--- config.mk ---
export PLATFORM = sky130hd
export DESIGN_NAME = uart_rx_fifo
export DESIGN_NICKNAME = d
export VERILOG_FILES = /design/src/rtl/uart_rx_fifo.sv
export SDC_FILE = /design/constraint.sdc
export NUM_CORES = 1
export LEC_CHECK = 0
export ABC_AREA = 1
export CAP_MARGIN = 20
export CORE_ASPECT_RATIO = 1.5
export CORE_MARGIN = 2
export CORE_UTILIZATION = 40
export DETAILED_ROUTE_END_ITERATION = 10
export PLACE_DENSITY = 0.63
export SYNTH_ARGS = -nofsm -noshare
export SYNTH_HDL_FRONTEND = slang
export SYNTH_SLANG_ARGS = --single-unit
export TNS_END_PERCENT = 1
--- constraint.sdc ---
create_clock -name clk -period 1.8 [get_ports clk]
set_input_delay 0.27 -clock clk [delete_from_list [all_inputs] [get_ports clk]]
set_output_delay 0.27 -clock clk [all_outputs]
set_load 0.01 [all_outputs]
--- src/rtl/uart_rx_fifo.sv ---
// uart_rx_fifo
//   Byte buffer behind the UART receiver. Each rising edge of the receiver's
//   data_ready strobe pushes {parity_err, byte} into a circular FIFO. The
//   consumer reads through a first-word-fall-through valid/ready port.
//   Optional build macro: PARITY_DROP_EN
//     defined   : bytes flagged with a parity error are discarded and counted
//                 in parity_drops (saturating); rd_parity_err is tied to 0.
//     undefined : every byte is stored with its flag; parity_drops is tied to 0.
// Ports
//   clk, rst        clock, synchronous active-high reset
//   wr_data         byte from the receiver
//   wr_strobe       receiver data_ready (level; only its rising edge pushes)
//   wr_parity_err   receiver parity flag, captured with wr_data
//   rd_ready        consumer takes the head entry this cycle
//   rd_valid        FIFO holds at least one entry
//   rd_data         head byte (0 while empty)
//   rd_parity_err   parity flag of the head byte (0 while empty)
//   count           entries held, 0..DEPTH
//   full            count == DEPTH
//   almost_full     count >= AFULL_LEVEL
//   overflow        sticky: a byte was dropped because the FIFO was full
//   clear_overflow  clears overflow (a same-cycle drop wins)
//   parity_drops    saturating count of bytes discarded for parity
module uart_rx_fifo #(
    parameter int DEPTH       = 16,
    parameter int AFULL_LEVEL = 12
) (
    input  logic                     clk,
    input  logic                     rst,
    input  logic [7:0]               wr_data,
    input  logic                     wr_strobe,
    input  logic                     wr_parity_err,
    input  logic                     rd_ready,
    output logic                     rd_valid,
    output logic [7:0]               rd_data,
    output logic                     rd_parity_err,
    output logic [$clog2(DEPTH):0]   count,
    output logic                     full,
    output logic                     almost_full,
    output logic                     overflow,
    input  logic                     clear_overflow,
    output logic [7:0]               parity_drops
);
    localparam int AW = $clog2(DEPTH);
    localparam logic [AW:0] DEPTH_C = (AW+1)'(DEPTH);
    localparam logic [AW:0] AFULL_C = (AW+1)'(AFULL_LEVEL);

    logic [8:0]    mem [DEPTH];
    logic [AW-1:0] wr_ptr, rd_ptr;
    logic          strobe_q;
    logic          push, store, pop, accept, drop;
    logic [8:0]    head;

    // The receiver may hold data_ready for many cycles; only its edge counts.
    assign push = wr_strobe & ~strobe_q;

`ifdef PARITY_DROP_EN
    assign store = push & ~wr_parity_err;
`else
    assign store = push;
`endif

    assign rd_valid    = (count != '0);
    assign full        = (count == DEPTH_C);
    assign almost_full = (count >= AFULL_C);
    assign pop         = rd_valid & rd_ready;
    // When full, a same-cycle pop frees the slot the push lands in.
    assign accept      = store & (~full | pop);
    assign drop        = store & full & ~pop;

    // Head comes from registered state only; gated so it reads 0 while empty.
    assign head    = mem[rd_ptr];
    assign rd_data = rd_valid ? head[7:0] : 8'h00;

`ifdef PARITY_DROP_EN
    assign rd_parity_err = 1'b0;
`else
    assign rd_parity_err = rd_valid & head[8];
`endif

    // Storage carries no reset; validity is tracked by count.
    always_ff @(posedge clk) begin
        if (accept) mem[wr_ptr] <= {wr_parity_err, wr_data};
    end

    always_ff @(posedge clk) begin
        if (rst) begin
            strobe_q <= 1'b0;
            wr_ptr   <= '0;
            rd_ptr   <= '0;
            count    <= '0;
            overflow <= 1'b0;
        end else begin
            strobe_q <= wr_strobe;
            if (accept) wr_ptr <= wr_ptr + 1'b1;
            if (pop)    rd_ptr <= rd_ptr + 1'b1;
            case ({accept, pop})
                2'b10:   count <= count + 1'b1;
                2'b01:   count <= count - 1'b1;
                default: count <= count;
            endcase
            if (drop)                overflow <= 1'b1;
            else if (clear_overflow) overflow <= 1'b0;
        end
    end

`ifdef PARITY_DROP_EN
    always_ff @(posedge clk) begin
        if (rst)
            parity_drops <= 8'h00;
        else if (push && wr_parity_err && parity_drops != 8'hFF)
            parity_drops <= parity_drops + 8'h01;
    end
`else
    assign parity_drops = 8'h00;
`endif

endmodule
# After elaboration in Yosys (flattened, before gate mapping)
# Memory sizes are Yosys's and may differ from the RTL's. A register that Yosys moved wholly into a read port is not among the register bits.
# Cells that the tools add are included.
[totals] regBits=15 ram_bits=144 input_bits=14 output_inout_bits=26 wordCells=35 memories=1
[op_classes] n_addsub=4 magnitude_cmp=1 eq_ne=3 muxes=8 bitwise=10 n_reduce_logical=3
[memory_table] memory="mem" words=16 word_bits=9 read_ports=1 rd_ports_with_merged_regs=1 wr=1 line_no="48" source="logic [8:0] mem [DEPTH];"
[op_table] operator="case mux 5 bit (2 select lines)" count=1
[op_table] operator="adder 4 x 1 -> 4 bit, second input constant" count=2
[op_table] operator="2-to-1 mux 4 bit" count=2
[op_table] operator="2-to-1 mux 8 bit" count=1
[op_table] operator="AND 1 bit" count=6
[op_table] operator="adder 5 x 1 -> 5 bit, second input constant" count=1
[op_table] operator="== test 5 bit, second input constant" count=1
[op_table] operator="greater-or-equal comparator 5 x 4 -> 1 bit, second input constant" count=1
[op_table] operator="nonzero test 5 bit" count=1
[op_table] operator="subtractor 5 x 1 -> 5 bit, second input constant" count=1
[op_table] operator="2-to-1 mux 1 bit" count=4
[op_table] operator="nonzero test 2 bit" count=2
[op_table] operator="inverter 1 bit" count=3
[op_table] operator="== test 2 x 1 -> 1 bit, second input constant" count=1
[op_table] operator="== test 2 bit, second input constant" count=1
[op_table] operator="bitwise OR 1 bit" count=1

# Longest topological paths before layout
# Gate-level depths: netlist of the first run.
[depth] depth_word=6 depth_mapped=16 depth_no_buf=15

# Worst setup path before layout of the first run
# Ideal clock, no wire load.
[synth_timing] kind="reg-to-reg" from="register count[0]" to="memory mem[11][0] (enable)" setup_ps=374 arrival_time_ps=1590 t_required_ps=1426 slack_ps=-164 stages_incl_launch_ff=9 n_path_buf=0 period_less_slack_ps=1964 cell_sequence="dfxtp_1 > nor2_2 > nand3_1 > inv_2 > a21oi_4 > inv_2 > nor2_2 > nand2_1 > nor2_1"
[synth_via] elab_chain_len=6 elab_cells_between_ends=8 classes_between="1 x eq/ne; 2 x mux; 4 x bitwise; 1 x reduce/logical"
[synth_lines] element="from (decl)" line_no="37" source="output logic [$clog2(DEPTH):0] count,"
[synth_lines] element="from (signal assigned)" line_no="98" source="2'b10: count <= count + 1'b1;"
[synth_lines] element="from (signal assigned)" line_no="99" source="2'b01: count <= count - 1'b1;"
[synth_lines] element="from (signal assigned)" line_no="100" source="default: count <= count;"
[synth_lines] element="== test 5 bit" line_no="64" source="assign full = (count == DEPTH_C);"
[synth_lines] element="net full" line_no="38" source="output logic full,"
[synth_lines] element="inverter 1 bit" line_no="68" source="assign accept = store & (~full | pop);"
[synth_lines] element="bitwise OR 1 bit" line_no="68"
[synth_lines] element="AND 1 bit" line_no="68"
[synth_lines] element="2-to-1 mux 1 bit" line_no="83" source="if (accept) mem[wr_ptr] <= {wr_parity_err, wr_data};"
[synth_lines] element="2-to-1 mux 1 bit (not written as such)" line_no="83"
[synth_lines] element="to (decl)" line_no="48"
# The timed path passes the listed nets, and every way through them passes these cells.

==> results of run 1 <==
==> synthesized netlist by cell type, types with 11 or more instances <==
cell,count
a21oi_1,19
buf_2,11
clkbuf_1,15
dfxtp_1,19
edfxtp_1,144
inv_1,22
nand2_1,22
nand3_1,19
nor2_1,107
o21ai_0,79
o221ai_1,24
o22ai_1,12
==> area by class of cell <==
class,instances,area (sq um),share of cell area [%]
sequential,163,4710,52.0
multi-input combinational,329,1950,21.6
timing repair buffer,132,1370,15.1
clock buffer,17,425,4.70
tap,210,263,2.90
clock inverter,15,190,2.10
inverter,31,143,1.58
==> worst max-delay path, cell delays in order (launching register included) <==
cell and delay, ns:
dfxtp_4 0.37, buf_12 0.14, clkinv_16 0.06, buf_12 0.13, clkbuf_16 0.14, o21ai_1 0.06, o221ai_1 0.18, nand3_1 0.13
a21oi_2 0.18, buf_2 0.15
==> final timing paths <==
kind | startpoint | to | slack [ns]
max | register | rd_data[0] | -0.46
min | wr_strobe | strobe_q$_SDFF_PP0_ | 0.39
min reg2reg | rd_ptr[3]$_SDFFE_PP0N_ | register | 0.47
max reg2reg | count[3]$_SDFFE_PP0P_ | count[4]$_SDFFE_PP0P_ | 0.05
==> sequential cells by signal (all words and copies together), names as in the netlist, named ones only <==
signal    count
rd_ptr        4
count         5
overflow      1
mem         144
wr_ptr        4
strobe_q      1
==> metal layers <==
metal,vias to the layer above,global-route usage (%),share of wire [%],routed length [um]
met5,-,0,0,0
met2,222,35.4,54,9410
li1,2238,-,-,-
met1,2411,23.3,37,6450
met4,0,7.94,3.8,665
met3,53,4.04,5.9,1030
==> cells by family (layout without fill, tap and decap cells) <==
family | after synthesis | in the layout
AOI/OAI and AO/OA | 148 | 148
xor gates and xnor gates | 2 | 2
adders and majority gates | 6 | 6
buffers and inverters | 67 | 195
DFF | 163 | 163
other | 1 | 8
and+or+nand+nor | 165 | 165
==> what timing repair did <==
| action | 4_1_cts | 5_1_grt |
|---|---|---|
| gates cloned | 3 | 3 |
| pin swaps | 27 | 35 |
| endpoints found under the setup margin | 70 | 132 |
| resized for setup | 92 | 66 |
| buffers inserted | 12 | 8 |
==> where the power goes <==
group | switching (mW) | internal [mW]
Sequential | 0.0763 | 4.23
Clock | 1.57 | 2.22
Combinational | 1.88 | 1.62
Total | 3.52 | 8.06
==> through the flow <==
| step | hold slack [ns] | TNS [ns] | setup WS, ns | area (sq um) |
|---|---|---|---|---|
| 2_1_floorplan | 0.332 | -4.77 | -0.124 | 6730 |
| 3_3_place_gp | 0.453 | -63.63 | -0.489 | 7810 |
| 3_5_place_dp | 0.463 | -68.59 | -0.508 | 7810 |
| 4_1_cts | 0.370 | -3.47 | -0.418 | 8720 |
| 5_1_grt | 0.430 | -6.29 | -0.520 | 9050 |
| 6_report | 0.389 | -3.86 | -0.463 | 9050 |
==> out/metrics.yaml, run 1 <==
final_cell_mix: "144 x edfxtp_1, 93 x nor2_1, 63 x buf_4"
rsz0062_at_grt: "yes"
synth.cell_area_sq_um: 6700
yosys-top-cells-area: "edfxtp_1 65%, nor2_1 6.0%, o21ai_0 5.9%, dfxtp_1 5.7%, o221ai_1 3.1%"
fmax_mhz: 442
setup_viol: 9
crit_type: "register to output pin"
async_flop_share_pct: 0
min_path_cells: 3
synth_simple_gate_area_share_pct: 10.8
place_congestion: 0.834
synthMuxAreaShare_pct: 0
p_total_mw: 11.6
cp.required_ns: 1.53
cts_htree_levels: 4
clock_latency_ns: 0.43
grt_max_degree: 20
final_nets: 694
num_vias: 4924
io_buffers: 31
report.final.slew_viol_count: 0
ys_seq_area_share_pct: 70.2
synth-seq-cells: 163
synth_compound_area_share_pct: 13.0
finalClockSkew_ns: 0.0113
drc_errors: 0
grt_pass1_wl_um: 26300
placedCellCount: 841
power.leakage_nw: 3.27
synth_edf_count: 144
cp_max_fo: 8
drt-total-wl_um: 17500
failed_checks: "negative setup slack"
syn_to_final_growth_pct: 35.1
cts_hold_buf: 0
die_h_um: 163
peakVddDrop_uv: 719
fin_ws_ns: -0.463
utilization_pct: 54.5
fin_cells: 897
cts_made_buffers: 17
coreArea_sq_um: 16600
die_area_sq_um: 17800
status: "finished with violations"
cap_violations: 0
min_period_ns: 2.26
vias_per_cell: 5.49
yosysWarnings: 0
hold_violations: 0
antenna_found_initial: 0
grt_overflow_total: 0
relSlewSlack_pct: 57.7
num_rows: 58
synth_top_family_by_area: "compound AO/OA/AOI/OAI gates"
path_clk_slew_ns: 0.07
num-fill-cells: 1322
yosysTopAreaCellShare_pct: 64.5
yosysTopAreaCell: "edfxtp_1"
clk_path_buf_depth: 2
tritoncts: "yes"
hold_class: "input pin to register"
track_usage_pct: 20.0
initial_core_util_pct: 40.3
power.density_nw_per_um2: 1280
clockRootBuffer: "clkbuf_16"
synthFlopType: "edfxtp_1"
layout_commonest_cell: "edfxtp_1"
critPathCaptureType: "output pin"
fin_crit_sh_pct: 126
worst_pin_slew_ns: 0.632
syn_inst: 552
synthAdderAreaFrac_pct: 1.12
hpwl_um: 11000
pin_count: 40
drtPass1Iterations: 5
drt_iter0_drc: 333
grt_pass1_vias: 4818
wl_per_cell_um: 19.6
crit_path_start_kind: "register"
drive_gt1_share_pct: 32.5
syn_area_per_cell_sq_um: 12.1
synth_xor_area_share_pct: 0.261
cp.arrival_ns: 1.99
cts_sinks: 163
drtAntennaViolNets: 0
worstRegToRegCells: 16
diodes: 0
die_w_um: 110
synth.distinct_cells: 33
Power figures use the tool's default switching activity.
==> run 2: changes to the inputs <==
--- a/config.mk
+++ b/config.mk
@@ -11,8 +11,7 @@
 export CORE_MARGIN = 2
 export CORE_UTILIZATION = 40
 export DETAILED_ROUTE_END_ITERATION = 10
-export PLACE_DENSITY = 0.63
+export PLACE_DENSITY = 0.6
 export SYNTH_ARGS = -nofsm -noshare
 export SYNTH_HDL_FRONTEND = slang
 export SYNTH_SLANG_ARGS = --single-unit
-export TNS_END_PERCENT = 1
==> constraint.sdc (replaced) <==
create_clock -name clk -period 2.36 [get_ports clk]
set_input_delay 0.354 -clock clk [delete_from_list [all_inputs] [get_ports clk]]
set_output_delay 0.354 -clock clk [all_outputs]
set_load 0.01 [all_outputs]
==> out/metrics.yaml, run 2 (synthesis results as in run 1) <==
min_path_cells: 2  # -1
pin_count: 40  # unchanged
crit_chain: "clkinv_8 -> buf_4 -> buf_16 -> o21ai_0 -> o22ai_1 -> o21ai_1 -> a21oi_2 -> buf_2"
cp.depth: 8  # -1
critPathSlowestCell: "dfxtp_4"
timing.rr.end: "count[4]$_SDFFE_PP0P_"
drive_gt1_share_pct: 23.8  # -8.6 points
clockRootBuffer: "clkbuf_16"
crit_path_start_kind: "register"
power.density_nw_per_um2: 981  # -23%
slowest_delay_ns: 0.41  # +0.04 ns
cap_violations: 0  # unchanged
power.leakage_nw: 2.99  # -8.5%
num-fill-cells: 1448  # +9.5%
failed_checks: "negative setup slack"
final_nets: 657  # -5.3%
track_usage_pct: 20.0  # about the same
timing.rr.start: "count[2]$_SDFFE_PP0P_"
top_regs: "mem x144, count x5"
diodes: 0  # unchanged
drtAntennaViolNets: 0  # unchanged
tritoncts: "yes"
place_congestion: 0.847  # +1.6%
multiInputGateArea_sq_um: 1830  # -6.2%
grt_overflow_total: 0  # unchanged
clk_path_buf_depth: 2  # unchanged
placedCellCount: 814  # -3.2%
grt_pass1_wl_um: 25900  # -1.6%
wl_per_cell_um: 20.4  # +4.5%
drtPass1Iterations: 8  # +3
worstRegToRegCells: 16  # unchanged
relSlewSlack_pct: 55.9  # -1.9 points
io_buffers: 31  # unchanged
layout_commonest_cell: "edfxtp_1"
die_area_sq_um: 17800  # unchanged
peakVddDrop_uv: 554  # -23%
fin_ws_ns: -0.0947  # +0.368 ns
crit_type: "register to output pin"
die_h_um: 163  # unchanged
regMostFlops: "mem"
cp.required_ns: 2.01  # +0.48 ns
stdcell_area_sq_um: 8480  # -6.3%
cts_made_buffers: 17  # unchanged
hold_violations: 0  # unchanged
syn_to_final_growth_pct: 26.6
utilization_pct: 51.0  # -3.4 points
drt_iter0_drc: 383  # +15%
reg2reg_slack_ns: 0.45  # +0.40 ns
report.final.slew_viol_count: 0  # unchanged
cp.arrival_ns: 2.10  # +0.11 ns
critical_path_buf_inv_count: 4  # -1
worst_pin_slew_ns: 0.660  # +0.0282 ns
status: "finished with violations"
largest_register_ff_count: 144  # unchanged
hold_class: "register to register"
critPathCaptureType: "output pin"
seq_area_sq_um: 4710  # unchanged
drt-total-wl_um: 17600  # +0.14%
cp_max_fo: 26  # +18
rsz0062_at_grt: "yes"
num_vias: 4729  # -4.0%
hpwl_um: 10600  # -3.3%
drc_errors: 0  # unchanged
clock_latency_ns: 0.43  # about the same
crit_end: "rd_data[2]"
final_cell_mix: "144 x edfxtp_1, 105 x nor2_1, 51 x o21ai_0"
setup_tns_ns: -0.0947  # +3.76 ns
setup_viol: 1  # -8
coreArea_sq_um: 16600  # unchanged
num_rows: 58  # unchanged
grt_max_degree: 27  # +35%
place_ws_ns: -0.100  # +0.408 ns
min_period_ns: 2.45
fin_cells: 860  # -4.1%
vias_per_cell: 5.50  # +0.17%
grt_pass1_vias: 4643  # -3.6%
fmax_mhz: 407
placed_area_sq_um: 7540  # -3.5%
fin_crit_sh_pct: 104
antenna_found_initial: 0  # unchanged
critical_path.top_delay_family: "compound AO/OA/AOI/OAI gates"
cts_htree_levels: 4  # unchanged
die_w_um: 110  # unchanged
finalClockSkew_ns: 0.00884  # -0.00242 ns
cts_sinks: 163  # unchanged
path_clk_slew_ns: 0.07  # about the same
initial_core_util_pct: 40.3  # unchanged
-- run 2: worst min-delay path by stage --
stage | to | slack [ns] | start
after floorplan | wr_ptr[2]$_SDFFE_PP0P_ | 0.42 | rst
after detailed placement | rd_ptr[3]$_SDFFE_PP0N_ | 0.46 | rd_ptr[3]$_SDFFE_PP0N_
final | overflow$_SDFFE_PP0P_ | 0.47 | overflow$_SDFFE_PP0P_
after CTS | overflow$_SDFFE_PP0P_ | 0.47 | overflow$_SDFFE_PP0P_
after global placement | overflow$_SDFFE_PP0P_ | 0.45 | overflow$_SDFFE_PP0P_
after global routing | strobe_q$_SDFF_PP0_ | 0.49 | wr_strobe
-- run 2: worst min-delay path, cell delays in order (launching register included) --
cell,delay (ns)
dfxtp_1,0.31
nand2_1,0.06
a21oi_1,0.05
-- run 2: per-layer routing --
metal	wire, um	part of all wire [%]	GRT usage (%)	vias to the layer above
li1	-	-	-	2165
met1	6550	37	22.9	2332
met2	9350	53	36.1	190
met3	1110	6.3	4.56	42
met4	566	3.2	6.62	0
met5	0	0	0	-
-- run 2: per-stage QoR --
step / total power [mW] / hold WS [ns]
floorplan: 4.42 / 0.416
global placement: 5.21 / 0.455
detailed placement: 5.25 / 0.461
CTS: 8.13 / 0.472
global route: 8.66 / 0.493
finish: 8.32 / 0.466
-- run 2: cell type report --
cell class | count | area share (%)
Sequential cell | 163 | 55.5
Inverter | 31 | 1.56
Clock inverter | 15 | 1.96
Timing Repair Buffer | 95 | 11.3
Clock buffer | 17 | 5.02
Tap cell | 210 | 3.10
Multi-Input combinational cell | 329 | 21.6
-- run 2: what timing repair did --
action / in CTS / in global routing
pin swaps: 18 / 37
setup buffers: 4 / 5
cloned: 4 / 2
setup endpoints to repair: 9 / 9
resized for setup: 58 / 47
hold buffers: 0 / 0
-- run 2: where the power goes --
group          switching (mW)  total [mW]  internal [mW]
Clock                    1.24        2.74           1.50
Sequential             0.0836        3.31           3.22
Combinational            1.32        2.27          0.954
Total                    2.64        8.32           5.68
==> run 3: changes to the inputs <==
--- a/config.mk
+++ b/config.mk
@@ -8,7 +8,7 @@
 export ABC_AREA = 1
 export CAP_MARGIN = 20
 export CORE_ASPECT_RATIO = 1.5
-export CORE_MARGIN = 2
+export CORE_MARGIN = 1
 export CORE_UTILIZATION = 40
 export DETAILED_ROUTE_END_ITERATION = 10
 export PLACE_DENSITY = 0.6
==> out/metrics.yaml, run 3 (synthesis results as in run 1) <==
path_clk_slew_ns: 0.06  # about the same
grt_pass1_vias: 4533  # -2.4%
cap_violations: 0  # unchanged
drtAntennaViolNets: 0  # unchanged
stdcell_area_sq_um: 8180  # -3.6%
min_period_ns: 2.29  # -0.168 ns
peakVddDrop_uv: 528  # -4.6%
antenna_found_initial: 0  # unchanged
relSlewSlack_pct: 56.2  # +0.35 points
worst_pin_slew_ns: 0.656  # -0.00389 ns
timing.hold.ws_ns: 0.468  # +0.00209 ns
rsz0062_at_grt: "yes"
slowest_delay_ns: 0.38  # -0.03 ns
num_rows: 57  # -1.7%
vias_per_cell: 5.47  # -0.54%
drive_gt1_share_pct: 18.1  # -5.8 points
power.density_nw_per_um2: 979  # -0.22%
drtPass1Iterations: 5  # -3
report.final.slew_viol_count: 0  # unchanged
fin_ws_ns: 0.0733  # +0.168 ns
drt_iter0_drc: 324  # -15%
syn_to_final_growth_pct: 22.0
min_path_cells: 3  # +1
drt-total-wl_um: 15900  # -9.7%
p_total_mw: 8.01  # -3.8%
status: "finished, final reports clean"
die_w_um: 108  # -1.8%
placedCellCount: 801  # -1.6%
hpwl_um: 10200  # -4.0%
grt_overflow_total: 0  # unchanged
critPathSlowestCell: "dfxtp_4"
cts_sinks: 163  # unchanged
die_h_um: 161  # -1.2%
fin_crit_sh_pct: 96.9  # -7.1 points
cts_hold_buf: 0  # unchanged
num-fill-cells: 1415  # -2.3%
critPathCaptureType: "output pin"
crit_chain: "clkinv_4 -> buf_12 -> buf_12 -> o21ai_1 -> o221ai_1 -> nand3_1 -> a21oi_2 -> buf_2"
crit_type: "register to output pin"
worstRegToRegCells: 9  # -7
cts_htree_levels: 4  # unchanged
final_cell_mix: "144 x edfxtp_1, 107 x nor2_1, 63 x o21ai_0"
clock_latency_ns: 0.42  # about the same
finalClockSkew_ns: 0.00796  # -0.000878 ns
placed_area_sq_um: 7470  # -0.96%
diodes: 0  # unchanged
clk_path_buf_depth: 2  # unchanged
fin_cells: 836  # -2.8%
die_area_sq_um: 17300  # -3.0%
hold_class: "input pin to register"
top_regs: "mem x144, count x5"
grt_max_degree: 25  # -7.4%
num_vias: 4572  # -3.3%
fmax_mhz: 437  # +7.3%
place_congestion: 0.857  # +1.1%
regMostFlops: "mem"
grt_pass1_wl_um: 24600  # -5.0%
cts_made_buffers: 17  # unchanged
final_nets: 639  # -2.7%
cp.arrival_ns: 1.93  # -0.17 ns
drc_errors: 0  # unchanged
largest_register_ff_count: 144  # unchanged
cp.required_ns: 2.01  # about the same
tritoncts: "yes"
layout_commonest_cell: "edfxtp_1"
coreArea_sq_um: 16300  # -2.2%
track_usage_pct: 19.5  # -0.46 points
io_buffers: 31  # unchanged
clockRootBuffer: "clkbuf_16"
setup_viol: 0  # -1
initial_core_util_pct: 41.2  # +0.89 points
crit_path_start_kind: "register"
place_ws_ns: -0.0158  # +0.0842 ns
hold_violations: 0  # unchanged
wl_per_cell_um: 19.0  # -7.1%
crit_top_cell: "buf_12"
cp_max_fo: 16  # -38%
pin_count: 40  # unchanged
power.leakage_nw: 2.86  # -4.3%
[run 3: cell types whose count changed in the layout (fill, tap and decap cells not counted), sizes merged]
cell      delta
clkbuf       +6
buf         -22
bufinv       +2
clkinvlp     -1
inv          -7
bufbuf       +1
clkinv       +1
[run 3: cell type report]
cell class / instances / area, sq um / share of cell area, %
sequential: 163 / 4710 / 57.6
multi-input combinational: 329 / 1760 / 21.5
timing repair buffer: 77 / 763 / 9.33
clock buffer: 20 / 437 / 5.34
tap: 206 / 258 / 3.15
clock inverter: 10 / 135 / 1.65
inverter: 31 / 121 / 1.48
[run 3: power breakdown]
group	internal [mW]	switching (mW)	leakage, nW
logic	0.841	1.17	1.14
clock network	1.65	1.04	0.271
registers	3.23	0.0839	1.46
[run 3: path summary, 6_finish.rpt]
path                          startpoint                  end  slack (ns)
setup reg to reg   count[2]$_SDFFE_PP0P_  mem[3][4]$_DFFE_PP_        0.53
setup / recovery                register           rd_data[3]        0.07
hold reg to reg   rd_ptr[3]$_SDFFE_PP0N_             register        0.47
hold / removal                 wr_strobe  strobe_q$_SDFF_PP0_        0.47
[run 3: metal layers]
| metal | vias up | track usage [%] | wire length (um) |
|---|---|---|---|
| li1 | 2125 | - | - |
| met1 | 2241 | 22.7 | 6210 |
| met2 | 160 | 33.7 | 8340 |
| met3 | 46 | 3.17 | 745 |
| met4 | 0 | 11.1 | 575 |
| met5 | - | 0 | 0 |
[run 3: per-stage QoR]
step / setup TNS [ns] / utilization (%)
finish: 0 / 50.3
global route: -0.0363 / 50.3
CTS: -0.00649 / 50.0
detailed placement: -0.0163 / 45.9
global placement: 0 / 45.9
floorplan: 0 / -
[run 3: critical path: cells and delay by family, from the launching register on]
kind / cells / cell delay (ns)
buf+inv: 4 / 0.54
flops: 1 / 0.38
simple gates: 1 / 0.12
compound gates: 3 / 0.45
[run 3: timing repair]
action                                  in CTS  in global routing
endpoints found under the setup margin       9                  9
hold endpoints to repair                     0                  0
pin swaps                                    8                 12
gates resized for setup                     48                 20
cloned                                       2                  1
setup buffers                                0                  2
